<file path="config.mk">
export PLATFORM = sky130hd
export DESIGN_NAME = frame_pingpong_sched_flat
export DESIGN_NICKNAME = d
export VERILOG_FILES = /design/src/rtl/frame_pingpong_sched_if.sv /design/src/rtl/frame_pingpong_sched.sv /design/src/flat_wrapper.sv
export SDC_FILE = /design/constraint.sdc
export NUM_CORES = 1
export LEC_CHECK = 0
export ABC_AREA = 1
export CAP_MARGIN = 15
export CORE_MARGIN = 4
export CORE_UTILIZATION = 30
export DETAILED_ROUTE_END_ITERATION = 8
export PLACE_DENSITY = 0.5
export SYNTH_ARGS = -nofsm -noshare
export SYNTH_HDL_FRONTEND = slang
export SYNTH_SLANG_ARGS = --single-unit
</file>
<file path="constraint.sdc">
create_clock -name clk -period 1.75 [get_ports clk]
set_input_delay 0.35 -clock clk [delete_from_list [all_inputs] [get_ports clk]]
set_output_delay 0.35 -clock clk [all_outputs]
set_load 0.05 [all_outputs]
</file>
<file path="src/rtl/frame_pingpong_sched_if.sv">
// rtl/frame_pingpong_sched_if.sv - camera/reshaper/RAM signal bundle for the ping-pong frame scheduler
interface frame_pingpong_sched_if #(
  parameter int ADDR_W = 20
);
  logic              cam_frame_done;
  logic              cam_bank;
  logic [ADDR_W-1:0] cam_base;
  logic              rs_ena;
  logic [ADDR_W-1:0] rs_rd_addr;
  logic [ADDR_W-1:0] mem_rd_addr;
  logic              rs_wr_en;
  logic              busy;
  logic              frame_out;
  logic              frame_drop;
  logic [15:0]       frames_done;
  logic              err_timeout;

  modport master (
    output cam_frame_done, rs_rd_addr, rs_wr_en,
    input  cam_bank, cam_base, rs_ena, mem_rd_addr, busy,
           frame_out, frame_drop, frames_done, err_timeout
  );

  modport slave (
    input  cam_frame_done, rs_rd_addr, rs_wr_en,
    output cam_bank, cam_base, rs_ena, mem_rd_addr, busy,
           frame_out, frame_drop, frames_done, err_timeout
  );
endinterface

</file>
<file path="src/rtl/frame_pingpong_sched.sv">
// rtl/frame_pingpong_sched.sv - ping-pong bank scheduler: camera handoff, reshaper start, beat counting, watchdog
module frame_pingpong_sched #(
  parameter int ADDR_W      = 20,
  parameter int FRAME_WORDS = 76800,
  parameter int OUT_WORDS   = 230400,
  parameter int ENA_LEN     = 6,
  parameter int TIMEOUT     = 65535
) (
  input logic                    clk,
  input logic                    rstn,
  frame_pingpong_sched_if.slave  bus
);
  localparam logic [2:0] S_IDLE  = 3'd0;
  localparam logic [2:0] S_START = 3'd1;
  localparam logic [2:0] S_RUN   = 3'd2;
  localparam logic [2:0] S_DONE  = 3'd3;
  localparam logic [2:0] S_ABORT = 3'd4;

  localparam int BEAT_W = ($clog2(OUT_WORDS) > 0) ? $clog2(OUT_WORDS) : 1;
  localparam int WD_W   = $clog2(TIMEOUT + 1);
  localparam int ENA_W  = $clog2(ENA_LEN + 1);
  localparam logic [ADDR_W-1:0] BANK1_BASE = ADDR_W'(FRAME_WORDS);

  logic [2:0]        state;
  logic [1:0]        full;
  logic [1:0]        full_next;
  logic              cam_bank;
  logic              rs_bank;
  logic [BEAT_W-1:0] beat_cnt;
  logic [WD_W-1:0]   wd_cnt;
  logic [ENA_W-1:0]  ena_cnt;
  logic [15:0]       frames_done;
  logic              frame_drop;
  logic              err_timeout;
  logic              releasing;
  logic              accept;

  // A bank being released this cycle counts as free, so a handoff racing DONE/ABORT is kept.
  assign releasing = (state == S_DONE) || (state == S_ABORT);
  assign accept    = !full[~cam_bank] || (releasing && (rs_bank == ~cam_bank));

  always_comb begin
    full_next = full;
    if (releasing)
      full_next[rs_bank] = 1'b0;
    if (bus.cam_frame_done && accept)
      full_next[cam_bank] = 1'b1;
  end

  always_ff @(posedge clk or negedge rstn) begin
    if (!rstn) begin
      state       <= S_IDLE;
      full        <= '0;
      cam_bank    <= 1'b0;
      rs_bank     <= 1'b0;
      beat_cnt    <= '0;
      wd_cnt      <= '0;
      ena_cnt     <= '0;
      frames_done <= '0;
      frame_drop  <= 1'b0;
      err_timeout <= 1'b0;
    end else begin
      full       <= full_next;
      frame_drop <= bus.cam_frame_done && !accept;
      if (bus.cam_frame_done && accept)
        cam_bank <= ~cam_bank;

      case (state)
        S_IDLE: begin
          if (|full) begin
            rs_bank  <= full[1];
            beat_cnt <= '0;
            wd_cnt   <= '0;
            ena_cnt  <= '0;
            state    <= S_START;
          end
        end
        S_START: begin
          if (bus.rs_wr_en)
            beat_cnt <= beat_cnt + BEAT_W'(1);
          wd_cnt  <= '0;
          ena_cnt <= ena_cnt + ENA_W'(1);
          if (ena_cnt == ENA_W'(ENA_LEN - 1))
            state <= S_RUN;
        end
        S_RUN: begin
          if (bus.rs_wr_en) begin
            beat_cnt <= beat_cnt + BEAT_W'(1);
            wd_cnt   <= '0;
            if (beat_cnt == BEAT_W'(OUT_WORDS - 1))
              state <= S_DONE;
          end else if (wd_cnt == WD_W'(TIMEOUT)) begin
            state <= S_ABORT;
          end else begin
            wd_cnt <= wd_cnt + WD_W'(1);
          end
        end
        S_DONE: begin
          frames_done <= frames_done + 16'd1;
          state       <= S_IDLE;
        end
        S_ABORT: begin
          err_timeout <= 1'b1;
          state       <= S_IDLE;
        end
        default: state <= S_IDLE;
      endcase
    end
  end

  assign bus.cam_bank    = cam_bank;
  assign bus.cam_base    = cam_bank ? BANK1_BASE : '0;
  assign bus.mem_rd_addr = bus.rs_rd_addr + (rs_bank ? BANK1_BASE : '0);
  assign bus.rs_ena      = (state == S_START);
  assign bus.busy        = (state != S_IDLE);
  assign bus.frame_out   = (state == S_DONE);
  assign bus.frame_drop  = frame_drop;
  assign bus.frames_done = frames_done;
  assign bus.err_timeout = err_timeout;
endmodule

</file>
<file path="src/flat_wrapper.sv">
// flat-port wrapper written by rule: the top's interface ports become plain ports
module frame_pingpong_sched_flat 
#(
  parameter int ADDR_W      = 20,
  parameter int FRAME_WORDS = 76800,
  parameter int OUT_WORDS   = 230400,
  parameter int ENA_LEN     = 6,
  parameter int TIMEOUT     = 65535
)
  (clk, rstn, bus_cam_frame_done, bus_rs_rd_addr, bus_rs_wr_en, bus_cam_bank, bus_cam_base, bus_rs_ena, bus_mem_rd_addr, bus_busy, bus_frame_out, bus_frame_drop, bus_frames_done, bus_err_timeout);
  frame_pingpong_sched_if #(.ADDR_W(ADDR_W)) bus_i ();
  input logic clk;
  input logic rstn;
  input wire logic [$bits(bus_i.cam_frame_done)-1:0] bus_cam_frame_done;
  input wire logic [$bits(bus_i.rs_rd_addr)-1:0] bus_rs_rd_addr;
  input wire logic [$bits(bus_i.rs_wr_en)-1:0] bus_rs_wr_en;
  output wire logic [$bits(bus_i.cam_bank)-1:0] bus_cam_bank;
  output wire logic [$bits(bus_i.cam_base)-1:0] bus_cam_base;
  output wire logic [$bits(bus_i.rs_ena)-1:0] bus_rs_ena;
  output wire logic [$bits(bus_i.mem_rd_addr)-1:0] bus_mem_rd_addr;
  output wire logic [$bits(bus_i.busy)-1:0] bus_busy;
  output wire logic [$bits(bus_i.frame_out)-1:0] bus_frame_out;
  output wire logic [$bits(bus_i.frame_drop)-1:0] bus_frame_drop;
  output wire logic [$bits(bus_i.frames_done)-1:0] bus_frames_done;
  output wire logic [$bits(bus_i.err_timeout)-1:0] bus_err_timeout;
  assign bus_i.cam_frame_done = bus_cam_frame_done;
  assign bus_i.rs_rd_addr = bus_rs_rd_addr;
  assign bus_i.rs_wr_en = bus_rs_wr_en;
  assign bus_cam_bank = bus_i.cam_bank;
  assign bus_cam_base = bus_i.cam_base;
  assign bus_rs_ena = bus_i.rs_ena;
  assign bus_mem_rd_addr = bus_i.mem_rd_addr;
  assign bus_busy = bus_i.busy;
  assign bus_frame_out = bus_i.frame_out;
  assign bus_frame_drop = bus_i.frame_drop;
  assign bus_frames_done = bus_i.frames_done;
  assign bus_err_timeout = bus_i.err_timeout;
  frame_pingpong_sched #(.ADDR_W(ADDR_W), .FRAME_WORDS(FRAME_WORDS), .OUT_WORDS(OUT_WORDS), .ENA_LEN(ENA_LEN), .TIMEOUT(TIMEOUT)) u_core (.clk(clk), .rstn(rstn), .bus(bus_i));
endmodule
</file>
==> out/summary.txt, run 1 <==
result of the run: complete, but fails checks
failing checks: setup timing
area occupied by registers: 0.00155 mm^2
number of antenna-violating nets in the routed design: 0
final count of negative-setup-slack endpoints: 9
proportion of netlist area held by the largest area contributor: 39.0%
relative contribution of the clock network to total power: 22.2%
Flop pwr share: 23.2%
number of remaining DRC errors: 0
Iteration-0 DRC Markers: 174
maximum number of pins on one net before global-route repair: 52
number of vias per cell: 4.58
Post-layout nets: 655
Routability Congestion: 0.810
first-pass GRT wire length: 16200 um
total CTS buffers: 9
Sinks on Clock Net: 62
class of the tightest hold or removal check: in2async
placed cell count: 772
sum of routed wire length over all layers: 9600 um
max-cap violations: 0
multi-input gate area in the final layout: 0.00227 mm^2
final critical-path setup slack: -0.701 ns
die boundary width: 123 um
Synth warnings: 0
achievable clock frequency: 0.408 GHz
number of placed I/O pins: 86
largest area contributor in the netlist: sky130_fd_sc_hd__dfrtp_1
unrepaired setup endpoints after global routing: yes
CTS tree: done
Syn Area/Cell: 7.33 um^2
router iterations before antenna repair: 7
minimum clock period after layout: 2.45 ns
post-synthesis sequential area ratio: 39.0%
effective utilization at floorplan: 31.0%
number of antenna cells inserted: 0
vias in the first global route: 3481
power per cell area: 1490 mW/mm^2
all-layer global routing usage: 13.4%
max-slew violation total from the final report: 0
maximum level of the CTS H-tree: 3
length in cells of the worst reg-to-reg path: 11
instance count of the mapped netlist: 543
Clock Root Buffer: sky130_fd_sc_hd__clkbuf_16
startpoint-to-endpoint class of the critical path: reg2out
worst IR drop on VDD: 0.000533 V
Sw Ratio: 43.0%
count of distinct cell types in the synthesized netlist: 31
CTS clk-pin slew, worst paths: 0.05 ns
most common cell after layout, fill and taps aside: sky130_fd_sc_hd__nand2_1
leakage power summed over all cells: 0.00247 uW
count of vias placed by the detailed router: 3652
internal power: 4610 uW
non-filler cells, final: 798
die footprint: 0.0152 mm^2
share of total power in combinational logic: 54.7%
arrival time of data at the critical path endpoint: 2.10 ns
fillcell total: 1311
total gr overflow: 0
Die H: 123 um
DP HPWL: 7200 um
commonest cells after routing, fill and taps aside: sky130_fd_sc_hd__nand2_1, sky130_fd_sc_hd__dfrtp_1, sky130_fd_sc_hd__nor2_1, sky130_fd_sc_hd__buf_4, sky130_fd_sc_hd__inv_1
critical path endpoint category: output port
FF+latch count, synth: 62
initial antenna violation count: 0
startpoint class of the critical path: flop
critical path data required time: 1.40 ns
switching power total: 3470 uW
worst setup skew after layout: 0.00677 ns
Longest Clk Path Bufs: 2
share of layout cells above drive strength 1: 21.9%
final worst path period share: 140%
final hold violation count: 0
summed instance area of the synthesized netlist: 0.00398 mm^2
area of the core region: 0.0128 mm^2
Skew-Pair Late Insertion Delay: 0.33 ns
average wire length per cell after detail routing: 12.0 um
synth top area cells: sky130_fd_sc_hd__dfrtp_1, sky130_fd_sc_hd__nand2_1, sky130_fd_sc_hd__buf_4
total number of placement rows: 41
Area Overhead vs Synth: 36.4%
Critical Path Fanout Max: 5
number of buffers added on ports: 49
total power consumption of the routed design: 8080 uW
cell type report:
cell class,instances,share of cell area [%]
Sequential cell,62,28.6
Multi-Input combinational cell,405,41.8
Clock buffer,12,4.73
Tap cell,172,3.97
Clock inverter,4,0.830
Timing Repair Buffer,89,16.3
Inverter,54,3.74
per-stage QoR:
stage / worst slack, ns / TNS, ns / hold slack (ns) / utilization, % / instance area, um^2
after floorplan: -0.411 / -2.01 / 0.0544 / - / 4160
after global placement: -0.753 / -5.00 / 0.261 / 38.1 / 4890
after detailed placement: -0.779 / -5.09 / 0.258 / 38.1 / 4890
after CTS: -0.683 / -5.00 / 0.435 / 41.4 / 5310
after global routing: -0.797 / -5.76 / 0.475 / 42.3 / 5430
final: -0.701 / -5.15 / 0.438 / 42.3 / 5430
sequential cells by signal, summed over array words and instances, names as in the netlist:
signal                  cells
u_core.full                 2
u_core.bus.err_timeout      1
u_core.bus.cam_bank         1
u_core.beat_cnt            18
u_core.state                3
u_core.bus.frame_drop       1
u_core.ena_cnt              3
u_core.bus.frames_done     16
u_core.rs_bank              1
u_core.wd_cnt              16
cell usage after synthesis, drive strengths merged:
master,n
nand2,153
nor2,65
dfrtp,62
inv,54
nand3,48
buf,37
o21ai,37
nand4,21
xor2,14
xnor2,11
ha,9
a21oi,6
nor3,5
o21bai,5
a31oi,3
or2,3
a22o,2
nand3b,2
a21o,1
and2,1
conb,1
fa,1
nor3b,1
o22ai,1
kinds of logic after synthesis:
logic type / count (synthesis) / share of synthesized area, %
and+or+nand+nor: 299 / 32.5
buffers and inverters: 91 / 12.0
adders and majority gates: 10 / 3.33
other: 1 / 0.0942
xor gates and xnor gates: 25 / 5.50
AOI/OAI and AO/OA: 55 / 7.61
DFF: 62 / 39.0
what timing repair did:
item,in CTS,in global routing
pin swaps,11,11
hold buffers,1,0
gates resized for setup,19,14
hold endpoints to repair,11,0
setup endpoints to repair,10,24
setup buffers,3,6
power by group through the flow:
stage	Sequential [uW]	Combinational (uW)	Clock, uW
finish	1870	4420	1790
CTS	1870	4290	1860
floorplan	2080	2450	0
global route	1900	4740	1920
global placement	1880	4060	0
detailed placement	1890	4090	0
per-layer routing:
layer	wire [um]	vias up	track usage (%)	part of all wire, %
li1	-	1866	-	-
met2	4700	65	22.2	49
met4	152	0	4.22	1.6
met1	4350	1709	16.9	45
met5	0	-	0	0
met3	395	12	3.75	4.1
worst paths after layout:
check	from	endpoint	slack, ns
worst max-delay path	u_core.rs_bank$_DFFE_PN0P_	bus_mem_rd_addr[18]	-0.70
worst min-delay path	rstn	u_core.bus.frames_done[4]$_DFFE_PN0P_	0.44
worst max register to register	u_core.wd_cnt[0]$_DFFE_PN0P_	u_core.wd_cnt[13]$_DFFE_PN0P_	0.18
worst min register to register	u_core.bus.frames_done[15]$_DFFE_PN0P_	u_core.bus.frames_done[15]$_DFFE_PN0P_	0.49
max in group asynchronous	rstn	u_core.rs_bank$_DFFE_PN0P_	0.73
min in group clk	u_core.bus.frames_done[15]$_DFFE_PN0P_	u_core.bus.frames_done[15]$_DFFE_PN0P_	0.49
critical path, stage by stage, from the launching register on:
cell and delay [ns]:
sky130_fd_sc_hd__dfrtp_2 0.46, sky130_fd_sc_hd__ha_4 0.17, sky130_fd_sc_hd__inv_2 0.03, sky130_fd_sc_hd__fa_2 0.36, sky130_fd_sc_hd__nor2_4 0.15, sky130_fd_sc_hd__nor2_4 0.06, sky130_fd_sc_hd__o21ai_4 0.21, sky130_fd_sc_hd__xor2_4 0.18
sky130_fd_sc_hd__buf_12 0.15
(Power assumes the default switching activity.)
==> run 2: changes to the inputs <==
- TNS_END_PERCENT: unset -> 100
==> results of run 2 <==
No change in the layout: final DEF, timing and power equal those of run 1.
==> RTL edit: new RTL, config.mk and constraints of run 2 <==
Make the reset (`rstn`) synchronous in one clocked block.
--- a/src/rtl/frame_pingpong_sched.sv
+++ b/src/rtl/frame_pingpong_sched.sv
@@ -47,7 +47,7 @@
       full_next[cam_bank] = 1'b1;
   end
 
-  always_ff @(posedge clk or negedge rstn) begin
+  always_ff @(posedge clk) begin
     if (!rstn) begin
       state       <= S_IDLE;
       full        <= '0;
Check against the original RTL: differs if rstn is asserted again (counterexample within 4 cycles, from zero or initial values and one cycle with rstn low); with rstn held inactive, the same outputs for 10 cycles.
==> RTL edit against run 2 <==
  * The flow still finishes with violations (negative setup slack)
  * Sequential share of layout area fell by 5.8 points
  * Worst setup slack gained 0.13 ns
  * Final area increased by 1.1%
  * Synthesized area is 1.1% lower
  * Critical path depth is the same
  * Total power fell by 31%
  * Sequential cell count unchanged
  * Synthesized cell count grew 13%
  * Utilization up 0.81 points
  * Wire length up 7.9%
==> RTL edit: results (changes against run 2) <==
[clocking]
clkTransAtPathRegs_ns = 0.05  ; about the same
numCtsBuffers = 9  ; unchanged
clockBufferDepth = 2  ; unchanged
h-tree-depth = 3  ; unchanged
clk-insertion-delay-late_ns = 0.33  ; about the same
numClockSinks = 62  ; unchanged
clock-root-buffer = clkbuf_16

[detailed_routing]
vias_per_cell = 4.52  ; -1.3%
drc_errors = 0  ; unchanged
dr.pass1.iters = 4  ; -3
routed_wl_um = 10400  ; +7.9%
drtIter0Drc = 176  ; +1.1%

[global_route]
grt_usage_pct = 14.6  ; +1.2 points
grt_pass1_wl_um = 17500  ; +7.8%
grt_pass1_vias = 3827  ; +9.9%
grt_max_degree = 23  ; -56%
antenna_found_initial = 0  ; unchanged

[layout]
largestRegisters = u_core.beat_cnt (18), u_core.bus.frames_done (16), u_core.wd_cnt (16)
antenna_cells = 0  ; unchanged
drive_above_1_share_pct = 22.1  ; +0.26 points
nets = 731  ; +12%

[status]
violations = negative setup slack
status = finished, violations left

[sta]
setup_ws_ns = -0.572  ; +0.129 ns
clock_skew_ns = 0.00570  ; -0.00107 ns
hold_viol = 0  ; unchanged
setup_viol = 9  ; unchanged

[synth]
synthTopCellsByCount = 160 x nand2_1, 85 x inv_1, 71 x nor2_1, 62 x dfxtp_1, 43 x nand3_1
yosys-top-cells-area = dfxtp_1 32%, nand2_1 15%, inv_1 8.1%
async_flop_share_pct = 0  ; -100 points
ys.flop_type = dfxtp_1
ys_warn_count = 0  ; unchanged
yosysSeqAreaShare_pct = 31.5  ; -7.5 points
synth_cell_types = 41  ; +32%

[critical_path]
crit_path_end_kind = output port
r2r-start = u_core.wd_cnt[1]$_SDFFE_PN0P_
path_max_fanout = 5  ; unchanged
crit_slowest_cell = dfxtp_4
path_delay_family = adder cells
ff2ff_setup_slack_ns = 0.17
max_stage_delay_ns = 0.38  ; -0.08 ns
arrival_ns = 1.97  ; -0.13 ns
crit_start = u_core.rs_bank$_SDFFE_PN0P_

[placement]
dpl_cell_area_um2 = 5060  ; +3.4%
io_buffers = 49  ; unchanged
dp_hpwl_um = 7830  ; +8.8%
gp_congestion = 0.827  ; +2.2%

[pwr]
ir_drop_v = 0.000524  ; -1.7%
p_leak_nw = 2.37  ; -4.2%

[worst_hold_path]
hp-start = u_core.bus.err_timeout$_SDFFE_PN0N_
hp-class = flop to flop

-- RTL edit: changes by cell type after synthesis, moves of 11 or more --
cell	run 2	this run
dfrtp_1	62	0
dfxtp_1	0	62
inv_1	49	85
a21oi_1	6	40
o21ai_1	26	3
o21ai_0	11	22
-- RTL edit: final cells by class --
cell class / count / area [µm²]
tap: 172 / 215
sequential: 62 / 1250
multi-input combinational: 436 / 2360
clock inverter: 1 / 5.00
timing repair buffer: 98 / 1040
inverter: 90 / 342
clock buffer: 13 / 270
fill: 1302 / 7240
-- RTL edit: power by group --
part	switching (mW)	internal, mW	leakage (nW)
combinational	1.38	0.898	1.73
sequential	0.114	1.53	0.504
clock	0.619	1.06	0.138
-- RTL edit: per-stage QoR --
step / setup TNS [ns] / setup WS (ns) / cells / hold slack [ns]
2_1_floorplan: -0.791 / -0.261 / 627 / 0.458
3_3_place_gp: -4.90 / -0.717 / 851 / 0.442
3_5_place_dp: -5.06 / -0.732 / 851 / 0.454
4_1_cts: -4.04 / -0.640 / 870 / 0.461
5_1_grt: -4.95 / -0.670 / 872 / 0.488
6_report: -4.21 / -0.572 / 872 / 0.455
-- RTL edit: kinds of logic after synthesis --
| family | share of synthesized area [%] |
|---|---|
| simple gates | 37.0 |
| buf+inv | 15.7 |
| compound gates | 10.5 |
| flops | 31.5 |
| fa+ha+maj | 3.37 |
| xor+xnor | 1.78 |
| other cells | 0.0953 |
-- RTL edit: what timing repair did --
item | 4_1_cts | 5_1_grt
setup buffers | 5 | 5
setup endpoints to repair | 11 | 19
endpoints found under the hold margin | 0 | 0
resized for setup | 16 | 10
pin swaps | 11 | 10
-- RTL edit: worst min-delay path, cell delays in order, from the launching register on --
cell and delay (ns):
dfxtp_1 0.30, inv_1 0.04, a21oi_1 0.06
-- RTL edit: final timing paths --
| kind | end | cells after the start |
|---|---|---|
| max | bus_mem_rd_addr[18] | 8 |
| min | u_core.bus.err_timeout$_SDFFE_PN0N_ | 2 |
| max reg2reg | u_core.wd_cnt[11]$_SDFFE_PN0P_ | 9 |
| min reg2reg | u_core.bus.err_timeout$_SDFFE_PN0N_ | 2 |
-- RTL edit: per-layer routing --
metal  share of wire, %  global-route usage (%)  vias up
met5                  0                       0        -
met4                1.7                    4.48        0
met3                4.4                    4.47       13
met2                 50                    25.6       66
met1                 44                    17.2     1798
li1                   -                       -     2061
